$ cat config.mk
export PLATFORM = sky130hd
export DESIGN_NAME = seg7_scan_capture
export DESIGN_NICKNAME = d
export VERILOG_FILES = /design/src/rtl/seg7_scan_capture.sv
export SDC_FILE = /design/constraint.sdc
export NUM_CORES = 1
export LEC_CHECK = 0
export ABC_CLOCK_PERIOD_IN_PS = 2700
export BUFFER_PORTS_ARGS = -buffer_cell sky130_fd_sc_hd__buf_4
export CAP_MARGIN = 20
export CORE_MARGIN = 8
export CORE_UTILIZATION = 55
export DETAILED_ROUTE_END_ITERATION = 8
export PLACE_DENSITY = 0.77
export SETUP_SLACK_MARGIN = 0.1
export SLEW_MARGIN = 40
export SYNTH_ARGS = -nofsm -noshare
export SYNTH_HDL_FRONTEND = slang
export SYNTH_SLANG_ARGS = --single-unit
export TNS_END_PERCENT = 10
$ cat constraint.sdc
create_clock -name clk -period 2.7 [get_ports clk]
set_input_delay 0.135 -clock clk [delete_from_list [all_inputs] [get_ports clk]]
set_output_delay 0.135 -clock clk [all_outputs]
set_load 0.005 [all_outputs]
$ cat src/rtl/seg7_scan_capture.sv
// Rebuilds BCD digits from a scanned 7-segment bus and emits whole frames on valid/ready.
// Latency: digit accepted STABLE_CYCLES-1 edges after its first sample; frame out 1 edge after completion.
// Backpressure: held frame stays frozen while !frame_ready_i; a frame completing meanwhile is dropped with overrun_o.
module seg7_scan_capture #(
    parameter int NUM_DIGITS    = 4,
    parameter int STABLE_CYCLES = 4
) (
    input  logic                      clk,
    input  logic                      rst_n,
    input  logic [6:0]                seg_i,
    input  logic [NUM_DIGITS-1:0]     dig_en_i,
    input  logic                      frame_ready_i,
    output logic                      frame_valid_o,
    output logic [4*NUM_DIGITS-1:0]   bcd_out_o,
    output logic [NUM_DIGITS-1:0]     blank_mask_o,
    output logic [NUM_DIGITS-1:0]     invalid_mask_o,
    output logic                      overrun_o
);

    localparam int CW = $clog2(STABLE_CYCLES + 1);

    typedef struct packed {
        logic [NUM_DIGITS-1:0] dig_en;
        logic [6:0]            seg;
    } samp_t;

    typedef enum logic [1:0] {
        ST_IDLE,
        ST_SETTLE,
        ST_HOLD
    } state_t;

    // Returns {blank, invalid, bcd}.
    function automatic logic [5:0] decode(input logic [6:0] s);
        logic [5:0] r;
        r = {2'b01, 4'hF};
        case (s)
            7'h7E: r = {2'b00, 4'd0};
            7'h30: r = {2'b00, 4'd1};
            7'h6D: r = {2'b00, 4'd2};
            7'h79: r = {2'b00, 4'd3};
            7'h33: r = {2'b00, 4'd4};
            7'h5B: r = {2'b00, 4'd5};
            7'h5F: r = {2'b00, 4'd6};
            7'h70: r = {2'b00, 4'd7};
            7'h7F: r = {2'b00, 4'd8};
            7'h7B: r = {2'b00, 4'd9};
            7'h00: r = {2'b10, 4'd0};
            default: r = {2'b01, 4'hF};
        endcase
        return r;
    endfunction

    samp_t                   in_q, samp_d;
    state_t                  state_q, state_d;
    logic [CW-1:0]           cnt_q, cnt_d;
    logic [NUM_DIGITS-1:0]   collected_q, collected_d, coll_acc;
    logic [4*NUM_DIGITS-1:0] sh_bcd_q;
    logic [NUM_DIGITS-1:0]   sh_blank_q, sh_inv_q;
    logic                    complete_q, complete_d;
    logic                    valid_q, valid_d;
    logic [4*NUM_DIGITS-1:0] bcd_q;
    logic [NUM_DIGITS-1:0]   blank_q, inv_q;
    logic                    overrun_q, overrun_d;
    logic                    accept, load, same, onehot;
    logic [5:0]              dec;

    assign samp_d = '{dig_en: dig_en_i, seg: seg_i};
    assign onehot = $onehot(dig_en_i);
    assign same   = (samp_d == in_q);
    assign dec    = decode(seg_i);

    // Dwell tracking compares the sample being captured with the one already in in_q,
    // so the accept (the transient ACCEPT step) lands on the edge the count hits STABLE_CYCLES.
    always_comb begin
        state_d = state_q;
        cnt_d   = cnt_q;
        accept  = 1'b0;
        if (!onehot) begin
            state_d = ST_IDLE;
            cnt_d   = '0;
        end else if (!(state_q == ST_HOLD && same)) begin
            if (state_q == ST_IDLE || !same)
                cnt_d = CW'(1);
            else if (cnt_q < CW'(STABLE_CYCLES))
                cnt_d = cnt_q + CW'(1);
            if (cnt_d == CW'(STABLE_CYCLES)) begin
                accept  = 1'b1;
                state_d = ST_HOLD;
            end else begin
                state_d = ST_SETTLE;
            end
        end
    end

    always_comb begin
        coll_acc    = collected_q | (accept ? dig_en_i : '0);
        complete_d  = accept && (&coll_acc);
        collected_d = complete_d ? '0 : coll_acc;
    end

    always_comb begin
        valid_d   = valid_q;
        overrun_d = 1'b0;
        load      = 1'b0;
        if (complete_q) begin
            if (valid_q && !frame_ready_i)
                overrun_d = 1'b1;
            else
                load = 1'b1;
        end else if (valid_q && frame_ready_i) begin
            valid_d = 1'b0;
        end
        if (load)
            valid_d = 1'b1;
    end

    always_ff @(posedge clk or negedge rst_n) begin
        if (!rst_n) begin
            in_q        <= '0;
            state_q     <= ST_IDLE;
            cnt_q       <= '0;
            collected_q <= '0;
            complete_q  <= 1'b0;
            sh_bcd_q    <= '0;
            sh_blank_q  <= '0;
            sh_inv_q    <= '0;
            valid_q     <= 1'b0;
            bcd_q       <= '0;
            blank_q     <= '0;
            inv_q       <= '0;
            overrun_q   <= 1'b0;
        end else begin
            in_q        <= samp_d;
            state_q     <= state_d;
            cnt_q       <= cnt_d;
            collected_q <= collected_d;
            complete_q  <= complete_d;
            valid_q     <= valid_d;
            overrun_q   <= overrun_d;
            for (int i = 0; i < NUM_DIGITS; i++) begin
                if (accept && dig_en_i[i]) begin
                    sh_bcd_q[4*i +: 4] <= dec[3:0];
                    sh_blank_q[i]      <= dec[5];
                    sh_inv_q[i]        <= dec[4];
                end
            end
            if (load) begin
                bcd_q   <= sh_bcd_q;
                blank_q <= sh_blank_q;
                inv_q   <= sh_inv_q;
            end
        end
    end

    assign frame_valid_o  = valid_q;
    assign bcd_out_o      = bcd_q;
    assign blank_mask_o   = blank_q;
    assign invalid_mask_o = inv_q;
    assign overrun_o      = overrun_q;

endmodule

**Word level (Yosys, flattened, before mapping)**

Index checks and enable logic that the tools add are counted.

- Bits in registers: 71
- Input bits: 14
- Output and inout port bits: 26
- Logic and storage cells: 83

- Add/sub/neg operators: 4
- $lt $le $gt $ge: 1
- Eq/ne operators: 16
- Mux-type cells: 22
- Bitwise operators: 1
- Reductions and logical operators: 16

Operators by type and width:

| operator | count |
|---|---|
| 6-bit one-hot mux with 11 select lines | 1 |
| 7-bit == test (second input constant) | 8 |
| 3-bit 2-to-1 mux | 6 |
| 7-bit by 6-bit == test with 1-bit output (second input constant) | 2 |
| 11-bit == test | 1 |
| 1-bit 2-to-1 mux | 10 |
| 1-bit logical AND | 8 |
| 4-bit 2-to-1 mux | 2 |
| 7-bit logical NOT | 1 |
| 2-bit 2-to-1 mux | 3 |
| 1-bit by 1-bit adder with 2-bit output | 2 |
| 4-bit bitwise OR | 1 |
| 4-bit AND reduction | 1 |
| 2-bit by 2-bit adder with 3-bit output | 1 |
| 3-bit by 1-bit adder with 3-bit output (second input constant) | 1 |
| 3-bit by 1-bit == test with 1-bit output (second input constant) | 1 |
| 3-bit == test (second input constant) | 1 |
| 3-bit < comparator (second input constant) | 1 |
| 2-bit == test (second input constant) | 1 |
| 1-bit logical NOT | 2 |
| 2-bit logical NOT | 1 |
| 2-bit by 1-bit != test with 1-bit output (second input constant) | 1 |
| 2-bit != test (second input constant) | 1 |
| 2-bit AND reduction | 1 |
| 2 further kinds | 2 |

**Longest topological paths before layout**

- Depth in word-level cells: 15
- Gate-level depth with buffers: 10
- Depth with buffers taken out: 10

**Worst setup path before layout**

Ideal clock, no wire load.

- Path kind: input to register
- Start point: in dig_en_i[0]
- End point: reg sh_bcd_q[10]
- Library setup time: 0.125 ns
- Data arrival time: 2.331 ns
- Required time: 2.575 ns
- Path slack: 0.244 ns
- Stages on the path: 10
- Path buffers: 0
- Path through: inv_1 -> fa_1 -> inv_1 -> ha_1 -> ha_1 -> nor2_1 -> o2111ai_1 -> nor4_4 -> nand2_1 -> mux2_2

- Longest elaborated chain between the ends: 11
- Elaborated cells on any way between the ends: 15
- Those cells by class: add/sub (2); eq/ne (3); mux (6); reduce/logical (4)

RTL lines:

| element | line | source |
|---|---|---|
| start: declaration | 11 | `input logic [NUM_DIGITS-1:0] dig_en_i,` |
| 11-bit == test | 70 | `assign same = (samp_d == in_q);` |
| 1-bit logical NOT | 83 | `if (state_q == ST_IDLE \|\| !same)` |
| 1-bit logical OR | 83 |  |
| 3-bit 2-to-1 mux | 83 |  |
| 3-bit 2-to-1 mux | 82 | `end else if (!(state_q == ST_HOLD && same)) begin` |
| 3-bit 2-to-1 mux | 79 | `if (!onehot) begin` |
| 3-bit == test | 87 | `if (cnt_d == CW'(STABLE_CYCLES)) begin` |
| 1-bit 2-to-1 mux | 87 |  |
| 1-bit 2-to-1 mux | 82 |  |
| 1-bit 2-to-1 mux * | 79 |  |
| 1-bit logical AND * | 142 | `if (accept && dig_en_i[i]) begin` |
| end signal: indexed assignment | 143 | `sh_bcd_q[4*i +: 4] <= dec[3:0];` |
| end: declaration | 58 | `logic [4*NUM_DIGITS-1:0] sh_bcd_q;` |

Mark *: on every way between the ends. The rest lies on a longest branch, timed or not. The select of a mux whose other input is x is not followed.
A chain may end at the register's enable or synchronous reset.

**Final worst setup path**

- Start point: in dig_en_i[2]
- End point: reg sh_bcd_q[8]

- Longest elaborated chain between the ends: 11
- Elaborated cells on any way between the ends: 15
- Those cells by class: add/sub (2); eq/ne (3); mux (6); reduce/logical (4)

RTL lines:

| element | line |
|---|---|
| 11-bit == test | 70 |
| 1-bit logical NOT | 83 |
| 1-bit logical OR | 83 |
| 3-bit 2-to-1 mux | 83 |
| 3-bit 2-to-1 mux | 82 |
| 3-bit 2-to-1 mux | 79 |
| 3-bit == test | 87 |
| 1-bit 2-to-1 mux | 87 |
| 1-bit 2-to-1 mux | 82 |
| 1-bit 2-to-1 mux | 79 |
| 1-bit logical AND * | 142 |

Marked as above.

==> results.md <==
- Post-route ant nets: 0
- Peak supply drop: between 0.4 and 0.5 mV
- Vias per cell: around 5.5
- RSZ-0062 raised after global routing: no
- Synthesized instance count: approximately 230
- Fillers: around 420
- Warnings, synthesis: 0
- Leakage: ~1.9 nW
- Reg2reg start: cnt_q[0]$_DFFE_PN0P_
- Dpl ws: roughly 0.006 ns
- Worst-path cell chain: dlygate4sd3_1, buf_4, ha_1, ha_1, nor2_1, o2111ai_1, nor4_4, nand2_1, mux2_2
- Sw Share: 0.233
- Comb pwr share: 0.065
- Worst reg-to-reg setup slack: between 0.4 and 0.5 ns
- R2r endpoint: sh_bcd_q[8]$_DFFE_PN0P_
- CTS tree: yes
- Clk buf depth: 2
- Max Fclk: roughly 420 MHz
- R2r worst-path depth: 6
- TritonCTS buffer count: 9
- Cts hold-fix bufs: 9
- Critical Path Sink Type: flip-flop
- GRT Max-Usage Layer: met2
- Worst-Skew Late Latency: ~0.35 ns
- Status: complete, no violations
- Crit share post-route: 0.875
- Most frequent cells in the layout: 71 x dfrtp_1, 49 x mux2_2, 45 x buf_4
- TritonRoute pass-1 iters: 5
- Number of post-CTS setup repair buffers: 0
- Clk root buf: clkbuf_8
- Syn Nets: around 250
- CP max-delay cell: dlygate4sd3_1
- Worst setup margin: about 0.34 ns
- WP data arrival: approximately 2.6 ns
- Post-cts resize count: 0
- Largest net degree at the start of global routing: 72
- H-tree depth: 3
- # rows: 27
- Max-cap viol count: 0
- Netlist cell types: 38
- Worst path required time: 2.93 ns
- GRT Overall Usage: 0.155
- Clock sinks: 71
- Hold Path End: in_q[7]$_DFF_PN0_
- Crit Path Category: in -> reg
- Setup-failing EPs final: 0
- Met2 Use GR: 0.234
- Sw Pwr: 0.504 mW
- Area leader, netlist: dfrtp_1
- # port buffers: 39
- # IOs: 40
- Post-synthesis sequential area ratio: 0.583
- Grt total ovfl: 0
- Clock network power share: 0.432
- Hold Path Class: in -> reg
- Synth area leaders: dfrtp_1 58%, mux2_2 18%, xnor2_1 3.5%
- Synthesis-to-layout area growth: 23.3%
- GRT met1 Usage: 0.200
- Hold path startpoint: dig_en_i[0]
- Met3 Use GR: 0.0457
- Final min period: between 2 and 2.5 ns
- Initial core utilization: 0.560
- Flops & latches, synth: 71
- Vias in the first global route: around 2000
- Power Density: between 500 and 600 mW/mm²
- Share of layout cells above drive strength 1: 0.396
- Commonest non-fill, non-tap cell in the layout: dfrtp_1
- Slew Limit Fails: 0
- Mapped Area: around 0.0030 mm²
- Total negative slack: 0 ns
- Most numerous cell on the critical path: ha_1
- Max transition margin: 0.579
- Core Region: 0.00544 mm²
- Fin. Hold Viols: 0
- Ant diodes: 0
- Die H: 90.4 µm
- Measured slew at the worst slew-check pin: ~0.63 ns
- Power Internal: between 1.5 and 2 mW
- Critical path fanouts, max: 6
- Startpoint Class: input pin
- WHS Path Cells: 2
- Clk_skew: approximately 0.012 ns
- WL/cell: approximately 16 µm
- Final nets: between 300 and 400
- Average size of a mapped cell: roughly 13 µm²
- Yosys top cell area share: 0.583
- DR vias: approximately 2000
- Hpwl dp: about 4000 µm
- DR DRC count: 0
- Clock Pin Slew Worst Setup and Hold Paths: roughly 0.080 ns
- Max incr delay on CP: 0.56 ns
- Seq pwr share: 0.503
- DRT iter0 DRCs: 124
- Worst hold slack: 0.0166 ns
- GPL Wtd Cong: between 0.7 and 0.8
- DRT Wirelength: between 5000 and 6000 µm
- Initial antenna violation count: 0
- Die area: ~0.0082 mm²
- First-pass GRT wire length: ~10000 µm
- Die Wd: approximately 90 µm
## power by group through the flow
stage	clock (mW)	combinational, mW	sequential [mW]
after detailed placement	0	0.132	1.11
final	0.936	0.141	1.09
after CTS	0.950	0.144	1.09
after global routing	0.996	0.159	1.09
after global placement	0	0.128	1.11
after floorplan	0	0.0753	1.11
## final cells by class
cell class,count,area (µm²),share of cell area
Clock buffer,10,128,0.0340
Clock inverter,6,92.6,0.0247
Inverter,10,37.5,0.0100
Multi-Input combinational cell,141,1190,0.317
Sequential cell,71,1780,0.473
Tap cell,72,90.1,0.0240
Timing Repair Buffer,55,439,0.117
## cells by family after synthesis
logic type	share of synthesized area
flops	0.583
mux	0.181
simple gates	0.0953
compound gates	0.0559
buf+inv	0.0279
xor+xnor	0.0374
fa+ha+maj	0.0189
## state kept, by name, summed over array words and instances, names as in the netlist
signal          flops
bcd_out_o          16
sh_bcd_q           16
in_q               11
blank_mask_o        4
collected_q         4
invalid_mask_o      4
sh_blank_q          4
sh_inv_q            4
cnt_q               3
state_q             2
complete_q          1
frame_valid_o       1
overrun_o           1
## worst max-delay path, delay by kind of cell
family / cells / cell delay, ns
AO/OA/AOI/OAI: 1 / 0.20
adder cells (fa/ha/maj): 2 / 0.46
buffers and inverters: 2 / 0.73
multiplexers: 1 / 0.33
AND/OR/NAND/NOR: 3 / 0.72
## routing by layer
| layer | up-vias | share of wire |
|---|---|---|
| li1 | 939 | - |
| met1 | 986 | 0.45 |
| met2 | 63 | 0.48 |
| met3 | 10 | 0.055 |
| met4 | 0 | 0.017 |
| met5 | - | 0 |
## Yosys cell counts (all sizes together)
cell and instances:
nor2 6, o2111ai 1, nor4 4, o2bb2ai 1
nand4 4, nor3 4, inv 10, dfrtp 71
and4bb 1, a21oi 9, or4b 2, nand2b 5
nand2 13, o21ai 6, ha 3, o22ai 2
a2bb2oi 1, nand3 2, clkbuf 2, or2 1
a211oi 2, a32oi 2, mux2 49, buf 7
nor4b 1, or3 1, o32ai 1, nand4b 1
xor2 1, o21bai 2, and2 1, xnor2 12
nor3b 2, fa 1
## worst max path at each step
| stage | startpoint | endpoint | slack (ns) | depth (start not counted) |
|---|---|---|---|---|
| global placement | dig_en_i[0] | sh_bcd_q[9]$_DFFE_PN0P_ | 0.11 | 11 |
| detailed placement | dig_en_i[0] | sh_bcd_q[8]$_DFFE_PN0P_ | 0.006 | 11 |
| floorplan | dig_en_i[0] | sh_bcd_q[10]$_DFFE_PN0P_ | 0.24 | 10 |
| global route | dig_en_i[2] | sh_bcd_q[11]$_DFFE_PN0P_ | 0.24 | 9 |
| finish | dig_en_i[2] | sh_bcd_q[8]$_DFFE_PN0P_ | 0.34 | 9 |
| CTS | dig_en_i[2] | sh_bcd_q[8]$_DFFE_PN0P_ | 0.37 | 9 |
## per-stage QoR
stage / power [mW] / cells / instance area, µm² / util
floorplan: 1.18 / 231 / 3050 / -
global placement: 1.24 / 340 / 3430 / 0.631
detailed placement: 1.24 / 340 / 3440 / 0.633
CTS: 2.18 / 365 / 3750 / 0.690
global route: 2.24 / 365 / 3750 / 0.690
finish: 2.17 / 365 / 3750 / 0.690
(Power assumes the default switching activity.)
